`src/rtl/rr_index_arbiter.sv`:
```
// Round-robin arbiter over NREQ request lines with a registered winner index
// and a valid/ready handshake. The index A is held stable while valid is high,
// so a downstream index-to-one-hot decoder never glitches between grants.
module rr_index_arbiter #(
  parameter int NREQ = 32,
  parameter int AW   = 5
) (
  input  logic            clk,
  input  logic            rst_n,
  input  logic [NREQ-1:0] req,
  output logic [AW-1:0]   A,
  output logic            valid,
  input  logic            ready,
  output logic [AW-1:0]   ptr
);

  typedef enum logic {
    IDLE  = 1'b0,
    GRANT = 1'b1
  } state_e;

  state_e          state_q, state_d;
  logic [AW-1:0]   a_q, a_d;
  logic [AW-1:0]   ptr_q, ptr_d;

  logic            handshake;
  logic [NREQ-1:0] req_excl;
  logic [AW-1:0]   hs_start;
  logic [AW:0]     idle_res;
  logic [AW:0]     hs_res;

  // Returns {found, index} of the first set bit of vec scanning upward from
  // start and wrapping modulo NREQ.
  function automatic logic [AW:0] search(input logic [NREQ-1:0] vec,
                                         input logic [AW-1:0]   start);
    logic          found;
    logic [AW-1:0] idx;
    logic [AW-1:0] pos;
    found = 1'b0;
    idx   = '0;
    for (int i = 0; i < NREQ; i++) begin
      pos = start + AW'(i);
      if (!found && vec[pos]) begin
        found = 1'b1;
        idx   = pos;
      end
    end
    return {found, idx};
  endfunction

  assign handshake = (state_q == GRANT) && ready;
  assign hs_start  = a_q + AW'(1);

  // The just-served index is masked out of the handshake search so a lone
  // persistent requester sees a one-cycle bubble before being regranted.
  assign req_excl  = req & ~(NREQ'(1) << a_q);

  // Both searches run every cycle; the FSM picks which result it uses.
  always_comb begin
    idle_res = search(req, ptr_q);
    hs_res   = search(req_excl, hs_start);
  end

  // Next-state and next-grant selection.
  always_comb begin
    // NOTE: every variable gets a default first so no path leaves it
    // unassigned, which would otherwise infer a latch.
    state_d = state_q;
    a_d     = a_q;
    ptr_d   = ptr_q;
    unique case (state_q)
      IDLE: begin
        if (idle_res[AW]) begin
          a_d     = idle_res[AW-1:0];
          state_d = GRANT;
        end
      end
      GRANT: begin
        if (handshake) begin
          ptr_d = hs_start;
          if (hs_res[AW]) begin
            a_d = hs_res[AW-1:0];
          end else begin
            state_d = IDLE;
          end
        end
      end
      default: state_d = IDLE;
    endcase
  end

  // State, grant index and rotation pointer registers.
  always_ff @(posedge clk or negedge rst_n) begin
    // NOTE: non-blocking assignments so every register samples the
    // pre-edge values, independent of statement order.
    if (!rst_n) begin
      state_q <= IDLE;
      a_q     <= '0;
      ptr_q   <= '0;
    end else begin
      state_q <= state_d;
      a_q     <= a_d;
      ptr_q   <= ptr_d;
    end
  end

  assign A     = a_q;
  assign valid = (state_q == GRANT);
  assign ptr   = ptr_q;

endmodule
```
`config.mk`:
```
export PLATFORM = sky130hd
export DESIGN_NAME = rr_index_arbiter
export DESIGN_NICKNAME = d
export VERILOG_FILES = /design/src/rtl/rr_index_arbiter.sv
export SDC_FILE = /design/constraint.sdc
export NUM_CORES = 1
export LEC_CHECK = 0
export CAP_MARGIN = 0
export CORE_ASPECT_RATIO = 1.4
export CORE_MARGIN = 2
export CORE_UTILIZATION = 29
export CTS_BUF_LIST = sky130_fd_sc_hd__clkbuf_2
export DETAILED_ROUTE_END_ITERATION = 8
export GPL_TIMING_DRIVEN = 0
export SETUP_SLACK_MARGIN = 0.2
export SLEW_MARGIN = 20
export SYNTH_ARGS = -nofsm -noshare
export SYNTH_HDL_FRONTEND = slang
export SYNTH_SLANG_ARGS = --single-unit
```
`constraint.sdc`:
```
create_clock -name clk -period 8 [get_ports clk]
set_input_delay 1.2 -clock clk [delete_from_list [all_inputs] [get_ports clk]]
set_output_delay 1.2 -clock clk [all_outputs]
set_load 0.1 [all_outputs]
```
==> metrics <==
CTS tree=yes; cell count after synthesis=1,623; Reg2Reg Depth=23; flop2flop setup slack=390 ps; max layer used=met5; crit path to=A[0]; grt total ovfl=0; Seq. cell area=280 µm²; worst r2r dst=A[0]; clock slew at reported path FFs=110 ps; Longest Clk Path Bufs=2; I/O Pins=46; multi-input logic area=0.0124 mm²; Worst EP arrival=7790 ps; FP Rows=92; measured slew at the worst slew-check pin=1190 ps; number of nets in the layout=1,748; Worst Setup Start Kind=register; async set-reset flop share out of synthesis=1.00; Die H=256 µm; largest net degree at the start of global routing=22; path type of the worst min-delay path=reg -> reg; status=completed; vias in the first global route=15.3k; Final ANT Viol Nets=0; CP max-delay cell=mux2i_1; fin cells=2,294; Max Fclk=0.131 GHz; Port Buffers=42; initial antenna violation count=2; die area=0.0473 mm²; DP Wirelength=55,000 µm; clock sinks=11; Skew-Pair Late Insertion Delay=250 ps; Netlist cell types=95; CTS root buf=clkbuf_2; Crit Path Category=reg -> reg; GP Congestion=1.07; first-pass GRT wire length=102,000 µm; critical path depth=23; most frequent cells in the layout=163 x nand2_1, 145 x mux4_2, 125 x nor2_1; CP Cell Sequence=buf_2, inv_1, ha_1, buf_2, inv_2, ha_1, nand2b_1, nand2_1, xnor2_2, mux2i_1, o21a_1, clkbuf_1, and3b_1, nand4_1, or3_1, buf_2, nor3b_4, buf_4, nand4b_1, nand4b_1, a31oi_1, a21o_1, a21oi_1; final wirelength=70,000 µm; Max-slew headroom=0.201; EDFF count, synth=0; H-Tree Depth=1; Metal-1 WL=22,600 µm; final core utilization=0.329; CP Buf/Inv Count=7; Post-CTS Hold Buffers=0; Placeable Area=0.0450 mm²; CP peak stage delay=1020 ps; DIE WIDTH=184 µm; Final period util=0.952; cell family with most CP delay=buffers and inverters; critical path fanouts, max=21; Pre-antenna DRT Iters=6; Clock Skew=7.36 ps; max-cap violation count=0; Slew Limit Fails=0; CP endpoint kind=register; Avg WL per Cell=30.5 µm; Synth Warn #=0; post-synthesis net count=1,688; Fin. Hold Viols=0; commonest non-fill, non-tap cell in the layout=nand2_1; Worst Path Required=8180 ps; Via-to-Cell Ratio=6.91; Placed Cells=2,277; met2 wire length=33,100 µm; unrepaired setup endpoints after global routing=false; CP startpoint=A[2]; min cycle time layout=7610 ps; Synth Register Bits=11; total number of vias=15.9k; DRC Markers=0; RR Startpoint=A[2]; initial core utilization=0.293; post-synthesis sequential area ratio=0.0209; share of layout cells above drive strength 1=0.198; crit-path most repeated cell=buf_2; met3 routed WL=6230 µm; ys flop type=dfrtp_1; total track usage=0.290; fillcell total=4,764; Iter 0 DRT Violations=2,087; final setup fails=0; synthesized area=0.0132 mm²; total CTS buffers=3; mean post-synth cell area=8.13 µm²; area added between synthesis and finish=12.0%
==> per-stage QoR <==
stage / hold WS (ps) / TNS, ps / instance area (µm²) / worst slack (ps)
6_report: 912 / 0 / 14800 / 387
5_1_grt: 1000 / 0 / 14800 / 239
4_1_cts: 907 / 0 / 14600 / 208
3_5_place_dp: 890 / -15150 / 14400 / -2670
3_3_place_gp: 875 / -14770 / 14400 / -2650
2_1_floorplan: 904 / 0 / 13200 / 254
==> how the worst min path moves through the flow <==
stage / startpoint / to / slack (ps) / depth (start not counted)
after global routing: valid / A[2] / 1000 / 3
after floorplan: rst_n / A[0] / 900 / 0
after CTS: valid / A[2] / 910 / 3
after detailed placement: valid / A[2] / 890 / 3
final: valid / A[2] / 910 / 3
after global placement: valid / A[2] / 880 / 3
==> routing by layer <==
metal / vias up / global-route usage
met5: - / 0
met4: 2 / 0.254
met3: 368 / 0.0369
met2: 1241 / 0.492
met1: 7637 / 0.315
li1: 6603 / -
==> sequential cells by signal, indices dropped and copies added, names as in the netlist <==
name	cells
A	5
valid	1
ptr	5
==> cells by family (layout without fill, tap and decap cells) <==
kind of cell / after synthesis / in the layout / synth area share
simple gates: 617 / 617 / 0.248
compound gates: 433 / 433 / 0.231
buf+inv: 163 / 222 / 0.0511
fa+ha+maj: 30 / 30 / 0.0284
flops: 11 / 11 / 0.0209
mux: 304 / 304 / 0.373
xor+xnor: 65 / 65 / 0.0475
other cells: 0 / 1 / 0
==> repair_timing <==
item,4_1_cts,5_1_grt
resized for setup,39,32
buffers inserted,8,5
pin swaps,4,2
endpoints found under the setup margin,6,5
gates cloned,0,0
endpoints found under the hold margin,0,0
==> cell usage after synthesis, drive strengths merged (12+ instances only) <==
cell type / instances / area (µm²)
nand2b: 54 / 338
nand3: 44 / 220
a211oi: 23 / 173
or3: 15 / 93.8
buf: 50 / 250
clkbuf: 68 / 255
o21ai: 75 / 375
mux4: 145 / 3270
o22ai: 28 / 175
mux2: 54 / 608
nor3: 42 / 221
inv: 41 / 154
a21boi: 15 / 113
a31oi: 14 / 87.6
nor2b: 17 / 106
o2111ai: 19 / 166
o21a: 12 / 90.1
xor2: 21 / 191
a22oi: 22 / 165
mux2i: 105 / 1050
and3: 14 / 87.6
nor4: 14 / 87.6
nor2: 128 / 488
or2: 12 / 75.1
xnor2: 42 / 390
a21oi: 70 / 350
and2: 16 / 100
ha: 30 / 375
nand4: 20 / 125
nand2: 163 / 612
o211ai: 23 / 186
o221ai: 27 / 236
==> cell type report <==
class,count,share of cell area
multi-input combinational,1449,0.840
tap,611,0.0517
buffer,117,0.0393
timing repair buffer,56,0.0364
sequential,11,0.0190
inverter,45,0.0120
clock buffer,4,0.00135
antenna,1,0.000169
==> worst min-delay path: stages, from the launching register on <==
cell and delay (ps):
dfrtp_1 390, clkbuf_1 190, nand2_1 180, o32ai_1 110
Power is left out: the tool's default activity adds up to more than one toggle a clock period on the data nets, which glitch-free logic cannot reach.
==> variant, RTL diff (same settings) <==
The parameter `NREQ` goes from 32 to 16.
--- a/src/rtl/rr_index_arbiter.sv
+++ b/src/rtl/rr_index_arbiter.sv
@@ -3,5 +3,5 @@
 // so a downstream index-to-one-hot decoder never glitches between grants.
 module rr_index_arbiter #(
-  parameter int NREQ = 32,
+  parameter int NREQ = 16,
   parameter int AW   = 5
 ) (
Interface: changed (resized req); port bits go from 46 to 30. The function was not compared with the original's and may differ.
==> variant against the original RTL <==
  * Setup slack improved by 0.88 ns
  * First-iteration DRC count is 61% lower
  * Highest routed layer is now met4
  * Largest cell class unchanged
  * Sequential cell count did not move
  * Clock skew down 0.0047 ns
  * Design area shrank 57%
  * Routed wire length down 69%
  * Area after synthesis shrank 56%
Power is not shown: default switching activity piles up to over one toggle a cycle in this logic, so the estimate is an artifact.
==> variant: results (changes against the original RTL) <==
insertion_delay_ns: 0.28  # +0.03 ns
post_cts_resized: 0  # -100%
synth_commonest_cells: "nand2_1, nor2_1, mux4_2"
drive_gt1_share_pct: 13.30  # -6.5 points
max_stage_delay_ns: 0.93  # -0.09 ns
critPathSlowestCell: "nor3_1"
dp.cells: 1000  # -56%
synth_area_leaders: "mux4_2, ha_1, mux2i_1"
final_nets: 803  # -54%
antenna_found_initial: 1  # -1
synth_seq_area_share_pct: 4.770  # +2.7 points
place_ws_ns: 1.454  # +4.129 ns
synth.distinct_cells: 85  # -11%
cts_setup_buffers: 0  # -8
first_iter_violations: 815  # -61%
firstDrtPassIters: 5  # -1
globalplace.congestion: 0.9866  # -8.2%
grtUsageTotal_pct: 20.68  # -8.3 points
wire_per_inst_um: 21.72  # -29%
status: "completed"
critPathMaxFanout: 11  # -48%
synth_compound_area_share_pct: 23.61  # +0.50 points
synthAdderAreaFrac_pct: 6.722  # +3.9 points
grt_pass1_vias: 6096  # -60%
synth_nets: 769  # -54%
drt-total-wl_um: 21830  # -69%
synth-xor-area-share_pct: 6.657  # +1.9 points
hpwl_um: 17500  # -68%
vias_per_cell: 6.193  # -10%
grt_pass1_wl_um: 34000  # -67%
io_buffer_count: 29  # -31%
grt_start_max_net_pins: 14  # -36%
clock_tree.buffer_depth: 2  # unchanged
hold_class: "reg -> reg"
fin_skew_ns: 0.002621  # -0.004737 ns
slew-limit-headroom_pct: 23.40  # +3.3 points
avgSynthCellArea_um2: 8.026  # -1.3%
synthMuxAreaShare_pct: 27.86  # -9.4 points
## variant: cell count changes after synthesis, sizes merged, moves of 27 or more
cell / change
nand3: -27
buf: -36
o21ai: -33
mux4: -91
clkbuf: -40
mux2: -45
a21oi: -27
nand2: -88
nand2b: -38
mux2i: -76
nor2: -71
## variant: layer usage
metal,track usage (%),up-vias,wire (µm)
met2,37.72,282,11280
li1,-,2847,-
met3,1.133,92,1059
met4,13.64,0,1635
met1,22.69,3003,7854
met5,0,-,0
## variant: cells by family (layout without fill, tap and decap cells)
kind of cell / count (synthesis) / after routing
mux: 92 / 92
other cells: 0 / 1
buf+inv: 78 / 111
fa+ha+maj: 31 / 31
compound gates: 199 / 199
flops: 11 / 11
xor+xnor: 43 / 43
simple gates: 265 / 265
## variant: per-stage QoR
step / area, µm² / hold WS (ns)
after floorplan: 5771 / 0.9044
final: 6399 / 0.8130
after global routing: 6399 / 0.8461
after detailed placement: 6376 / 0.7423
after global placement: 6376 / 0.7353
after CTS: 6396 / 0.7735
## variant: area by class of cell
class / count / area, µm²
timing repair buffer: 29 / 290.3
buffer: 42 / 185.2
clock buffer: 3 / 15.01
sequential: 11 / 275.3
inverter: 36 / 135.1
tap: 252 / 315.3
clock inverter: 1 / 5.005
antenna: 1 / 2.502
multi-input combinational: 630 / 5175
fill: 2137 / 13290
## variant: path summary, 6_finish.rpt
| kind | cells after the start | slack [ns] | to |
|---|---|---|---|
| min | 2 | 0.81 | valid |
| max in group asynchronous | 1 | 6.42 | A[1] |
| max reg2reg | 19 | 1.27 | A[2] |
| min in group asynchronous | 1 | 1.24 | valid |
| min reg2reg | 2 | 0.81 | valid |
| max | 19 | 1.27 | A[2] |
